### config.mk
export PLATFORM = sky130hd
export DESIGN_NAME = regfile_wb_arbiter
export DESIGN_NICKNAME = d
export VERILOG_FILES = /design/src/rtl/regfile_wb_arbiter.sv
export SDC_FILE = /design/constraint.sdc
export NUM_CORES = 1
export LEC_CHECK = 0
export BUFFER_PORTS_ARGS = -buffer_cell sky130_fd_sc_hd__buf_2
export CAP_MARGIN = 15
export CORE_MARGIN = 2
export CORE_UTILIZATION = 25
export CTS_CLUSTER_SIZE = 12
export DETAILED_ROUTE_END_ITERATION = 12
export GPL_ROUTABILITY_DRIVEN = 0
export HOLD_SLACK_MARGIN = 0.06
export PLACE_DENSITY_LB_ADDON = 0.3
export SLEW_MARGIN = 10
export SYNTH_ARGS = -nofsm -noshare
export SYNTH_HDL_FRONTEND = slang
export SYNTH_SLANG_ARGS = --single-unit
### constraint.sdc
create_clock -name clk -period 2.83 [get_ports clk]
set_input_delay 0.4245 -clock clk [delete_from_list [all_inputs] [get_ports clk]]
set_output_delay 0.4245 -clock clk [all_outputs]
set_load 0.02 [all_outputs]
### src/rtl/regfile_wb_arbiter.sv
// Write-back arbiter for the 16-entry register file.
// Two requesters (ALU result path, memory load path) share the single
// register-file write port through a round-robin arbiter. The winning write
// is registered and driven on wr_* for exactly one cycle. A 16-bit busy
// scoreboard tracks destination registers reserved by the issue stage and
// not yet written back.
//
// Handshake (both requesters): ready is combinational on the valids and the
// last grant, and is only ever high together with its own valid. A transfer
// happens when valid and ready are both 1 at a rising edge. At most one
// requester is ready in any cycle. A requester that is not granted keeps
// valid/dest/data stable until it is.
module regfile_wb_arbiter #(
  parameter int DATA_W         = 32,
  parameter bit REG0_HARDWIRED = 1'b1
) (
  input  logic              clk,
  input  logic              reset_n,
  input  logic              alu_valid,
  output logic              alu_ready,
  input  logic [3:0]        alu_dest,
  input  logic [DATA_W-1:0] alu_data,
  input  logic              mem_valid,
  output logic              mem_ready,
  input  logic [3:0]        mem_dest,
  input  logic [DATA_W-1:0] mem_data,
  input  logic              rsv_en,
  input  logic [3:0]        rsv_reg,
  output logic [15:0]       busy,
  output logic              rsv_waw,
  output logic              wr_en,
  output logic [3:0]        wr_reg,
  output logic [DATA_W-1:0] wr_data,
  output logic [15:0]       wr_onehot
);

  // Which requester won the most recent transfer; the other one has priority
  // the next time both are valid.
  typedef enum logic {
    GRANT_ALU = 1'b0,
    GRANT_MEM = 1'b1
  } grant_e;

  grant_e              last_grant_q, last_grant_d;
  logic                wr_en_q, wr_en_d;
  logic [3:0]          wr_reg_q, wr_reg_d;
  logic [DATA_W-1:0]   wr_data_q, wr_data_d;
  logic [15:0]         busy_q, busy_d;
  logic                rsv_waw_q, rsv_waw_d;

  logic                grant_alu;
  logic                grant_mem;
  logic                xfer;
  logic [3:0]          xfer_dest;
  logic [DATA_W-1:0]   xfer_data;
  logic                xfer_writes;
  logic                rsv_allowed;
  logic                rsv_clear_hit;

  // Round-robin arbitration; nothing is granted while reset is asserted.
  always_comb begin
    grant_alu = 1'b0;
    grant_mem = 1'b0;
    if (reset_n) begin
      if (alu_valid && (!mem_valid || (last_grant_q == GRANT_MEM))) begin
        grant_alu = 1'b1;
      end else if (mem_valid) begin
        grant_mem = 1'b1;
      end
    end
  end

  assign alu_ready = grant_alu;
  assign mem_ready = grant_mem;

  // Select the transferring request and decide whether it reaches the file.
  // Writes to a hardwired register 0 are accepted but never strobed.
  always_comb begin
    xfer         = grant_alu || grant_mem;
    xfer_dest    = grant_alu ? alu_dest : mem_dest;
    xfer_data    = grant_alu ? alu_data : mem_data;
    xfer_writes  = xfer && !(REG0_HARDWIRED && (xfer_dest == 4'd0));
    last_grant_d = last_grant_q;
    if (grant_alu) begin
      last_grant_d = GRANT_ALU;
    end else if (grant_mem) begin
      last_grant_d = GRANT_MEM;
    end
  end

  // Next state of the registered write port; address/data hold when idle.
  always_comb begin
    wr_en_d   = xfer_writes;
    wr_reg_d  = wr_reg_q;
    wr_data_d = wr_data_q;
    if (xfer_writes) begin
      wr_reg_d  = xfer_dest;
      wr_data_d = xfer_data;
    end
  end

  // Scoreboard: clear on transfer first, then apply the reservation so that
  // a same-edge reserve of the register being written leaves it busy for
  // the new producer. That case is not a WAW hazard.
  always_comb begin
    rsv_allowed   = rsv_en && !(REG0_HARDWIRED && (rsv_reg == 4'd0));
    rsv_clear_hit = xfer && (xfer_dest == rsv_reg);
    busy_d        = busy_q;
    if (xfer) begin
      busy_d[xfer_dest] = 1'b0;
    end
    if (rsv_allowed) begin
      busy_d[rsv_reg] = 1'b1;
    end
    rsv_waw_d = rsv_allowed && busy_q[rsv_reg] && !rsv_clear_hit;
  end

  // State registers; async reset drops any accepted-but-undriven write.
  always_ff @(posedge clk or negedge reset_n) begin
    if (!reset_n) begin
      last_grant_q <= GRANT_MEM;
      wr_en_q      <= 1'b0;
      wr_reg_q     <= 4'd0;
      wr_data_q    <= '0;
      busy_q       <= 16'h0000;
      rsv_waw_q    <= 1'b0;
    end else begin
      last_grant_q <= last_grant_d;
      wr_en_q      <= wr_en_d;
      wr_reg_q     <= wr_reg_d;
      wr_data_q    <= wr_data_d;
      busy_q       <= busy_d;
      rsv_waw_q    <= rsv_waw_d;
    end
  end

  // One-hot write enable decoded from the registered address, gated by wr_en.
  always_comb begin
    wr_onehot = 16'h0000;
    if (wr_en_q) begin
      wr_onehot[wr_reg_q] = 1'b1;
    end
  end

  assign wr_en   = wr_en_q;
  assign wr_reg  = wr_reg_q;
  assign wr_data = wr_data_q;
  assign busy    = busy_q;
  assign rsv_waw = rsv_waw_q;

endmodule

## Word level (Yosys, flattened, before mapping)

Cells that the tools add are included.

| operators by class | value |
|---|---|
| reductions and logical operators | 18 |
| equal/unequal tests | 1 |
| magnitude comparators | 6 |
| muxes and demuxes | 20 |
| bitwise gates (word level) | 3 |

Operator list:

| cell | count |
|---|---|
| $mux 16 | 3 |
| $mux 32 | 1 |
| $and 16x16->16 | 1 |
| $not 16->16 | 1 |
| $or 16x16->16 | 1 |
| $lt 4x5->1 const B | 3 |
| $demux 1 s4 | 3 |
| $ge 4x1->1 const B | 3 |
| $mux 1 | 11 |
| $logic_and 1x1->1 | 9 |
| $logic_not 4->1 | 2 |
| $bmux 1 s4 | 1 |
| $eq 4x4->1 | 1 |
| $logic_not 1->1 | 4 |
| $mux 4 | 1 |
| $logic_or 1x1->1 | 2 |
| $reduce_bool 2->1 | 1 |

| word-level totals | value |
|---|---|
| flip-flop bits (word level) | 55 |
| logic and storage cells | 54 |
| output and inout port bits | 72 |
| bits of input ports | 81 |

## Logic depth before layout (Yosys ltp)

Gate-level depths: netlist (run 1).

| depth | value |
|---|---|
| depth after elaboration | 15 |
| gate-level depth with buffers | 7 |
| mapped depth without buffers | 5 |

## Worst setup path before layout (run 1)

Ideal clock, no wire load.

| timing | value |
|---|---|
| path type | reg-to-reg |
| start | reg last_grant_q |
| end | reg wr_data_q[0], in the netlist wr_data[0] |
| path buffers | 1 |
| setup slack | 0.615 ns |
| clock period less this slack | 2.215 ns |
| cell stages (with the launch flop) | 6 |
| data required time | 2.703 ns |
| library setup time | 0.127 ns |
| arrival | 2.088 ns |
| cells stage by stage | dfstp_2 > and2b_4 > nor2_4 > clkbuf_1 > mux2_2 > mux2_1 |

| on the way | value |
|---|---|
| cells in the longest elaborated chain, start to end | 8 |
| elaborated cells on any way between the ends | 12 |
| classes of those cells | 6 x mux; 6 x reduce/logical |

RTL lines:

| item | line | source |
|---|---|---|
| start: declaration | 44 | `grant_e last_grant_q, last_grant_d;` |
| start signal: assignment | 128 | `last_grant_q <= last_grant_d;` |
| $logic_or 1x1->1 (*) | 65 | `if (alu_valid && (!mem_valid \|\| (last_grant_q == GRANT_MEM))) begin` |
| $logic_and 1x1->1 (*) | 65 |  |
| $mux 1 (*) | 65 |  |
| $mux 1 (*) | 64 | `if (reset_n) begin` |
| net alu_ready | 20 | `output logic alu_ready,` |
| $mux 4 | 80 | `xfer_dest = grant_alu ? alu_dest : mem_dest;` |
| $logic_not 4->1 | 82 | `xfer_writes = xfer && !(REG0_HARDWIRED && (xfer_dest == 4'd0));` |
| $logic_not 1->1 | 82 |  |
| $logic_and 1x1->1 | 82 |  |
| end signal: assignment | 131 | `wr_data_q <= wr_data_d;` |
| end: declaration | 47 | `logic [DATA_W-1:0] wr_data_q, wr_data_d;` |

The timed path passes the listed nets; every way through them passes the cells marked *.
A chain may end at the register's enable or synchronous reset.

## Worst setup path in the final report (run 1)

| timing | value |
|---|---|
| start | reg last_grant_q |
| end | out alu_ready |

| on the way | value |
|---|---|
| cells in the longest elaborated chain, start to end | 4 |

RTL lines:

| item | line |
|---|---|
| $logic_or 1x1->1 | 65 |
| $logic_and 1x1->1 | 65 |
| $mux 1 | 65 |
| $mux 1 | 64 |
| end: declaration | 20 |

No other way between the ends.

==> results.md, run 1 <==
- PwrDens: 637 nW/um2
- Total nets after synthesis: between 300 and 400
- DRT Wirelength: around 8000 um
- Crit Path Category: reg -> out
- #FFs+latches synth: 55
- Num ports: 153
- Clock Sinks: 55
- Area share of the largest cell type after synthesis: 0.447
- Top post-synthesis cells by area: dfrtp_1, mux2_2, mux2_1
- Post-CTS sizing: 0
- Routed Antenna Nets: 0
- Cts hold-fix bufs: 0
- Via count: approximately 2600
- Gr ovfl total: 0
- Min cycle time layout: between 2000 and 2500 ps
- DRC Markers: 0
- Largest area contributor in the netlist: dfrtp_1
- Gr usage total: 0.125
- Clk root buf: clkbuf_16
- Hold WC Path Type: in -> async
- Core Region: about 12000 um2
- Initial Util: 0.254
- Final nets: 482
- Critical-path maximum fanout: 26
- Fin. Hold Viols: 0
- Clk Latency, worst-skew pair: a little under 300 ps
- Vias in the first global route: roughly 2600
- CP arrival: around 2000 ps
- Violation count after the first detailed-route iteration: ~160
- Global-route wire length before repair: around 13000 um
- Setup_tns: 0 ps
- Synthesized area: a little over 3000 um2
- Leak pwr: 1.87 nW
- Total CTS buffers: 5
- Final worst slack: around 400 ps
- WP data required: ~2400 ps
- CTS tree: done
- Critical path capture point type: output pin
- Max IR drop VDD: around 0.3 mV
- TritonRoute pass-1 iters: 6
- Setup crit start kind: flop
- Worst-margin pin slew: between 700 and 800 ps
- Seq/Total Area, Yosys: 0.456
- Run status: finished clean
- Clk_skew: between 3 and 4 ps
- Max-slew violation count: 0
- Largest net degree at the start of global routing: 38
- Syn-to-layout area delta: 35.5%
- Share of layout cells above drive strength 1: 0.534
- Synth unique cells: 42
- Synthesized instance count: roughly 250
- Setup bufs post-CTS: 0
- Final Setup Violations: 0
- Max Root-Sink Buffers: 2
- Number of flip-flops under the largest register name: 32
- Port Buffers: about 150
- Synth warnings: 0
- Die Wd: ~110 um
- CTS HTree Levels: 2
- Initial antenna violation count: 0
- Total of max-cap violations: 0
- Die Area: roughly 13000 um2
- Chip height: about 110 um
- Max-slew headroom: 0.527
- Post-DP HPWL: 6170 um
- Dpl ws: about 420 ps
- Post-DR wirelength/cell: ~15 um
- Tcrit/Tclk final: 0.858
- Antenna cells: 0
- Core Rows: 40
- Reg clk slew, reported paths: roughly 70 ps
- Avg Cell Area, Syn: between 10 and 15 um2
- Peak Freq: between 400 and 500 MHz
- RSZ-0062 raised after global routing: no
- Detail-routed via count per cell: 4.74
[cells by family after synthesis]
kind of cell | Yosys count | share of synthesized area
AOI/OAI and AO/OA | 38 | 0.102
xor gates and xnor gates | 3 | 0.00870
buffers and inverters | 16 | 0.0290
DFF | 55 | 0.456
muxes | 72 | 0.287
and+or+nand+nor | 67 | 0.118
[per-stage QoR]
step	area, um2	utilization	total power, W	hold WS, ps	cells
global placement	3940	0.330	0.00196	465	541
global route	4100	0.344	0.00276	236	548
CTS	4100	0.344	0.00266	206	548
detailed placement	3940	0.330	0.00197	471	541
floorplan	3020	-	0.00162	129	251
finish	4100	0.344	0.00261	185	548
[worst paths after layout]
kind	depth (start not counted)	endpoint	startpoint	slack, ps
setup / recovery	4	alu_ready	last_grant_q$_DFFE_PN1N_	400
hold / removal	2	busy[4]$_DFF_PN0_	reset_n	190
setup reg to reg	6	wr_data[24]$_DFFE_PN0P_	last_grant_q$_DFFE_PN1N_	450
hold reg to reg	1	wr_data[22]$_DFFE_PN0P_	wr_data[22]$_DFFE_PN0P_	480
max in group asynchronous	3	last_grant_q$_DFFE_PN1N_	reset_n	1890
min in group clk	2	busy[2]$_DFF_PN0_	rsv_reg[2]	470
[power by group]
part / internal [W] / total, W / switching (W)
Clock: 0.000413 / 0.000671 / 0.000258
Combinational: 0.000370 / 0.000874 / 0.000504
Sequential: 0.000952 / 0.00106 / 0.000111
[critical path, cell delays in order, from the launching register on]
cell and delay [ps]:
dfstp_2 550, and2b_4 220, nor2_4 320, buf_4 390, buf_2 230
[Yosys cell counts, drive strengths merged]
cell	count
nand2	11
a21oi	1
dfrtp	54
dfstp	1
a21boi	1
clkbuf	7
and2b	1
a22oi	1
o21ai	11
nand4	8
a32oi	1
xnor2	3
mux2	67
mux2i	1
o311ai	1
inv	2
buf	7
a22o	1
o2bb2ai	6
o31ai	1
nand3b	3
nand2b	5
a41oi	2
nor2	14
and2	5
nand3	11
a32o	1
mux4	4
o41ai	8
nor2b	2
or2	1
nor3b	2
nor3	4
o41a	1
a21o	1
o21bai	1
[cells in the final DEF (no fill, tap or decap), types with 5 or more instances in the layout]
cell       count
dfrtp_1       54
mux2_1        27
clkbuf_16      5
o2bb2ai_1      6
nand3_1       11
nor2_1        13
nand2_1       11
o21ai_0        8
mux2_2        40
nand2b_1       5
o41ai_1        8
buf_2        152
and2_1         5
nand4_1        8
[metal layers]
metal | track usage | part of all wire
met1 | 0.160 | 0.44
met3 | 0.0282 | 0.064
met2 | 0.214 | 0.49
met5 | 0 | 0
met4 | 0.0268 | 0.0064
[layout make-up]
type	instances	area, um2
sequential	55	1380
clock inverter	1	30.0
timing repair buffer	157	811
fill	1240	7820
tap	147	184
clock buffer	6	129
inverter	2	7.51
multi-input combinational	180	1560
Note: power is estimated with default switching activity, not from simulation.
==> run 2, diff against run 1 <==
- clock period: 2.83 -> 3.1 ns (I/O delays scaled with it)
==> results.md, run 2 (synthesis gave the netlist of run 1 again) <==
- Clock Sinks: 55 (unchanged)
- CP arrival: 2040 ps (+40 ps)
- Max Root-Sink Buffers: 2 (unchanged)
- Global-route wire length before repair: 13000 um (+1.0%)
- CTS HTree Levels: 2 (unchanged)
- Total of max-cap violations: 0 (unchanged)
- Worst-margin pin slew: 719 ps (+14.2 ps)
- Initial antenna violation count: 0 (unchanged)
- Final nets: 481 (-0.21%)
- Max-slew headroom: 0.517 (-0.00950)
- Total CTS buffers: 5 (unchanged)
- Commonest cells after routing, fill and taps aside: buf_2, dfrtp_1, mux2_2
- Setup_tns: 0 ps (unchanged)
- Max IR drop VDD: 0.203 mV (-31%)
- Gr ovfl total: 0 (unchanged)
- Final Setup Violations: 0 (unchanged)
- PwrDens: 592 nW/um2 (-7.1%)
- Number of flip-flops under the largest register name: 32 (unchanged)
- Setup crit start kind: flop
- CP top delay family: buffers and inverters
- Tcrit/Tclk final: 0.808
- Share of layout cells above drive strength 1: 0.536 (+0.00249)
- Hold slack: 223 ps (+38.2 ps)
- Chip height: 114 um (unchanged)
- Post-DR wirelength/cell: 14.9 um (+2.4%)
- Clk root buf: clkbuf_16
- Min cycle time layout: around 2500 ps
- CP cell instances: and2b_4, nor2_4, buf_4, buf_2
- Syn-to-layout area delta: 35.8%
- Die Wd: 114 um (unchanged)
- Worst path max stage delay: 550 ps (about the same)
- WP data required: 2630 ps (+220 ps)
- DRC Markers: 0 (unchanged)
- Vias in the first global route: 2592 (+0.23%)
- CTS tree: done
- Antenna cells: 0 (unchanged)
- TritonRoute pass-1 iters: 4 (-2)
- Port Buffers: 152 (unchanged)
- Critical-path maximum fanout: 26 (unchanged)
- Cts hold-fix bufs: 0 (unchanged)
- Overall Power: 0.00243 W (-6.9%)
- Gr usage total: 0.127 (+0.00294)
- Fin. Hold Viols: 0 (unchanged)
- Max-slew violation count: 0 (unchanged)
- Via count: 2597 (-0.038%)
- Worst Path Buf+Inv: 2 (unchanged)
- DP Area: 3930 um2 (-0.19%)
- Violation count after the first detailed-route iteration: 89 (-44%)
- Num ports: 153 (unchanged)
- Cell area after layout: 4100 um2 (+0.18%)
- Leak pwr: 1.87 nW (+0.28%)
- Critical path capture point type: output pin
- Post-CTS sizing: 0 (unchanged)
- Most common cell after layout, fill and taps aside: buf_2
- Post-DP HPWL: 6220 um (+0.71%)
- Reg clk slew, reported paths: 70 ps (about the same)
- Detail-routed via count per cell: 4.74 (about the same)
- Run status: finished clean
- Die Area: 13000 um2 (unchanged)
- Core Rows: 40 (unchanged)
- Peak Freq: ~400 MHz
- Crit Path Category: reg -> out
- RSZ-0062 raised after global routing: no
- Hold WC Path Type: in -> async
- Routed Antenna Nets: 0 (unchanged)
- Setup bufs post-CTS: 0 (unchanged)
- Initial Util: 0.254 (unchanged)
- Largest net degree at the start of global routing: 38 (unchanged)
- Clk Latency, worst-skew pair: 300 ps (about the same)
- Clk_skew: 6.98 ps (+3.47 ps)
- Core Region: 11900 um2 (unchanged)
- CP max-delay cell: dfstp_2
- DRT Wirelength: 8180 um (+2.4%)
[run 2: power breakdown]
group	internal, W	switching, W	leakage (nW)
clock	0.000402	0.000257	0.0868
combinational	0.000336	0.000465	1.14
sequential	0.000869	0.0000991	0.647
[run 2: area by class of cell]
type                            instances  area (um2)
Clock buffer                            6         139
Multi-Input combinational cell        180        1560
Clock inverter                          2        35.0
Fill cell                            1211        7810
Inverter                                2        7.51
Sequential cell                        55        1380
Timing Repair Buffer                  156         803
Tap cell                              147         184
[run 2: final timing paths]
check	start	end	slack, ps	cells after the start
min in group clk	wr_data[2]$_DFFE_PN0P_	wr_data[2]$_DFFE_PN0P_	480	1
max in group asynchronous	reset_n	wr_data[31]$_DFFE_PN0P_	2520	2
max	last_grant_q$_DFFE_PN1N_	alu_ready	600	4
max reg2reg	last_grant_q$_DFFE_PN1N_	wr_data[30]$_DFFE_PN0P_	700	6
min	reset_n	busy[12]$_DFF_PN0_	220	2
min reg2reg	wr_data[2]$_DFFE_PN0P_	wr_data[2]$_DFFE_PN0P_	480	1
[run 2: routing by layer]
layer / wire (um) / up-vias / track usage
met4: 114 / 0 / 0.0431
met2: 3940 / 107 / 0.210
met5: 0 / - / 0
met3: 632 / 10 / 0.0388
li1: - / 1242 / -
met1: 3500 / 1238 / 0.160
[run 2: per-stage QoR]
stage	setup slack, ps	util	instances
floorplan	885	-	251
global route	468	0.344	548
finish	596	0.344	548
CTS	554	0.344	548
global placement	708	0.330	540
detailed placement	628	0.330	540
==> run 3, diff against run 2 <==
- clock period: 3.1 -> 2.14 ns (I/O delays scaled with it)
==> results.md, run 3 (synthesis gave the netlist of run 1 again) <==
- Vias in the first global route: 2645 (+2.0%)
- Commonest cells after routing, fill and taps aside: buf_2, dfrtp_1, mux2_2
- Fillers: 1248 (+3.1%)
- Core Rows: 40 (unchanged)
- Critical path capture point type: flop
- Hold slack: 231 ps (+8.03 ps)
- Largest net degree at the start of global routing: 60 (+58%)
- Clk root buf: clkbuf_16
- Critical-path maximum fanout: 20 (-23%)
- Peak Freq: 490 MHz
- Cts hold-fix bufs: 0 (unchanged)
- Worst Setup SP: last_grant_q$_DFFE_PN1N_
- DRT Wirelength: 8130 um (-0.66%)
- CTS HTree Levels: 2 (unchanged)
- Via count: 2658 (+2.3%)
- Number of flip-flops under the largest register name: 32 (unchanged)
- Leak pwr: 1.93 nW (+3.4%)
- Tcrit/Tclk final: 0.954
- Num ports: 153 (unchanged)
- Post-DP HPWL: 6330 um (+1.8%)
- Share of layout cells above drive strength 1: 0.554 (+0.0181)
- Reg-to-reg startpoint: last_grant_q$_DFFE_PN1N_
- Initial antenna violation count: 2 (+2)
- Min cycle time layout: 2040 ps
- Routed Antenna Nets: 0 (unchanged)
- Syn-to-layout area delta: 39.7%
- CTS tree: done
- Setup crit start kind: flop
- Die Area: 13000 um2 (unchanged)
- Port Buffers: 152 (unchanged)
- Total of max-cap violations: 0 (unchanged)
- TritonRoute pass-1 iters: 4 (unchanged)
- Hold WC Path Type: in -> async
- Post-DR wirelength/cell: 14.4 um (-3.5%)
- Clk Latency, worst-skew pair: 290 ps (about the same)
- WP data required: 2310 ps (-320 ps)
- DRC Markers: 0 (unchanged)
- Worst-margin pin slew: 748 ps (+28.2 ps)
- Max-slew violation count: 0 (unchanged)
- Violation count after the first detailed-route iteration: 120 (+35%)
- Reg clk slew, reported paths: 70 ps (about the same)
- Max Root-Sink Buffers: 2 (unchanged)
- Clock Sinks: 55 (unchanged)
- Crit Path Category: reg -> reg
- PwrDens: 814 nW/um2 (+38%)
- Final Setup Violations: 0 (unchanged)
- Worst path max stage delay: 550 ps (about the same)
- CP arrival: 2210 ps (+170 ps)
- Chip height: 114 um (unchanged)
- CP max-delay cell: dfstp_2
- Initial Util: 0.254 (unchanged)
- Total CTS buffers: 5 (unchanged)
- Gr ovfl total: 0 (unchanged)
- Detail-routed via count per cell: 4.71 (-0.55%)
- Max-slew headroom: 0.502 (-0.0156)
- RSZ-0062 raised after global routing: no
- Clk_skew: 7.01 ps (+0.0380 ps)
- Run status: finished clean
- Fin. Hold Viols: 0 (unchanged)
- Most common cell after layout, fill and taps aside: buf_2
- Final nets: 495 (+2.9%)
- Core Region: 11900 um2 (unchanged)
- Setup_tns: 0 ps (unchanged)
- Global-route wire length before repair: 13100 um (+0.21%)
- Die Wd: 114 um (unchanged)
- Max IR drop VDD: 0.356 mV (+75%)
- CP cell instances: and2b_4, nor2_4, mux2i_4, a41oi_4, buf_12, mux2_1
- Gr usage total: 0.125 (-0.00246)
==> run 3: cell types whose count changed in the layout (fill, tap and decap cells not counted) <==
cell	before	now
buf_4	3	15
buf_12	1	3
diode_2	0	2
bufinv_16	1	0
inv_6	0	1
o21ai_1	2	1
o21ai_2	1	2
==> run 3: critical path, delay by kind of cell (launching register included) <==
family,cells,cell delay (ps)
mux,2,610
flops,1,550
buf+inv,1,200
compound gates,1,170
simple gates,2,390
==> run 3: power breakdown <==
part | internal [W] | switching, W | total (W) | leakage [nW]
Sequential | 0.00126 | 0.000147 | 0.00141 | 0.647
Clock | 0.000469 | 0.000368 | 0.000837 | 0.0773
Combinational | 0.000519 | 0.000675 | 0.00119 | 1.21
==> run 3: cell type report <==
type,instances,area (um2),area share
Timing Repair Buffer,170,933,0.221
Tap cell,147,184,0.0436
Sequential cell,55,1380,0.326
Multi-Input combinational cell,180,1560,0.370
Inverter,2,7.51,0.00178
Clock inverter,2,13.8,0.00326
Antenna cell,2,5.00,0.00119
Clock buffer,6,139,0.0329
==> run 3: worst paths after layout <==
path	depth (start not counted)	slack [ps]	end
min	2	230	busy[15]$_DFF_PN0_
min in group clk	3	370	busy[3]$_DFF_PN0_
max	6	100	wr_data[22]$_DFFE_PN0P_
max reg2reg	6	100	wr_data[22]$_DFFE_PN0P_
max in group asynchronous	2	1410	wr_reg[2]$_DFFE_PN0P_
min reg2reg	1	480	wr_data[2]$_DFFE_PN0P_
==> run 3: metal layers <==
metal  track usage  wire length [um]
met2         0.213              3970
met3        0.0361               625
met5             0                 0
met1         0.157              3460
met4        0.0285                66
==> run 3: timing repair <==
action,CTS,global route
gates resized for setup,0,1
setup buffers,0,1
setup endpoints to repair,0,1
==> run 3: per-stage QoR <==
| stage | setup WS, ps | area (um2) | std cells | power (W) | util |
|---|---|---|---|---|---|
| 2_1_floorplan | 1.66 | 3020 | 251 | 0.00214 | - |
| 3_3_place_gp | 127 | 4050 | 553 | 0.00262 | 0.340 |
| 3_5_place_dp | 60.9 | 4050 | 553 | 0.00264 | 0.340 |
| 4_1_cts | 75.1 | 4200 | 561 | 0.00349 | 0.353 |
| 5_1_grt | 1.29 | 4220 | 562 | 0.00364 | 0.354 |
| 6_report | 97.5 | 4220 | 564 | 0.00344 | 0.354 |
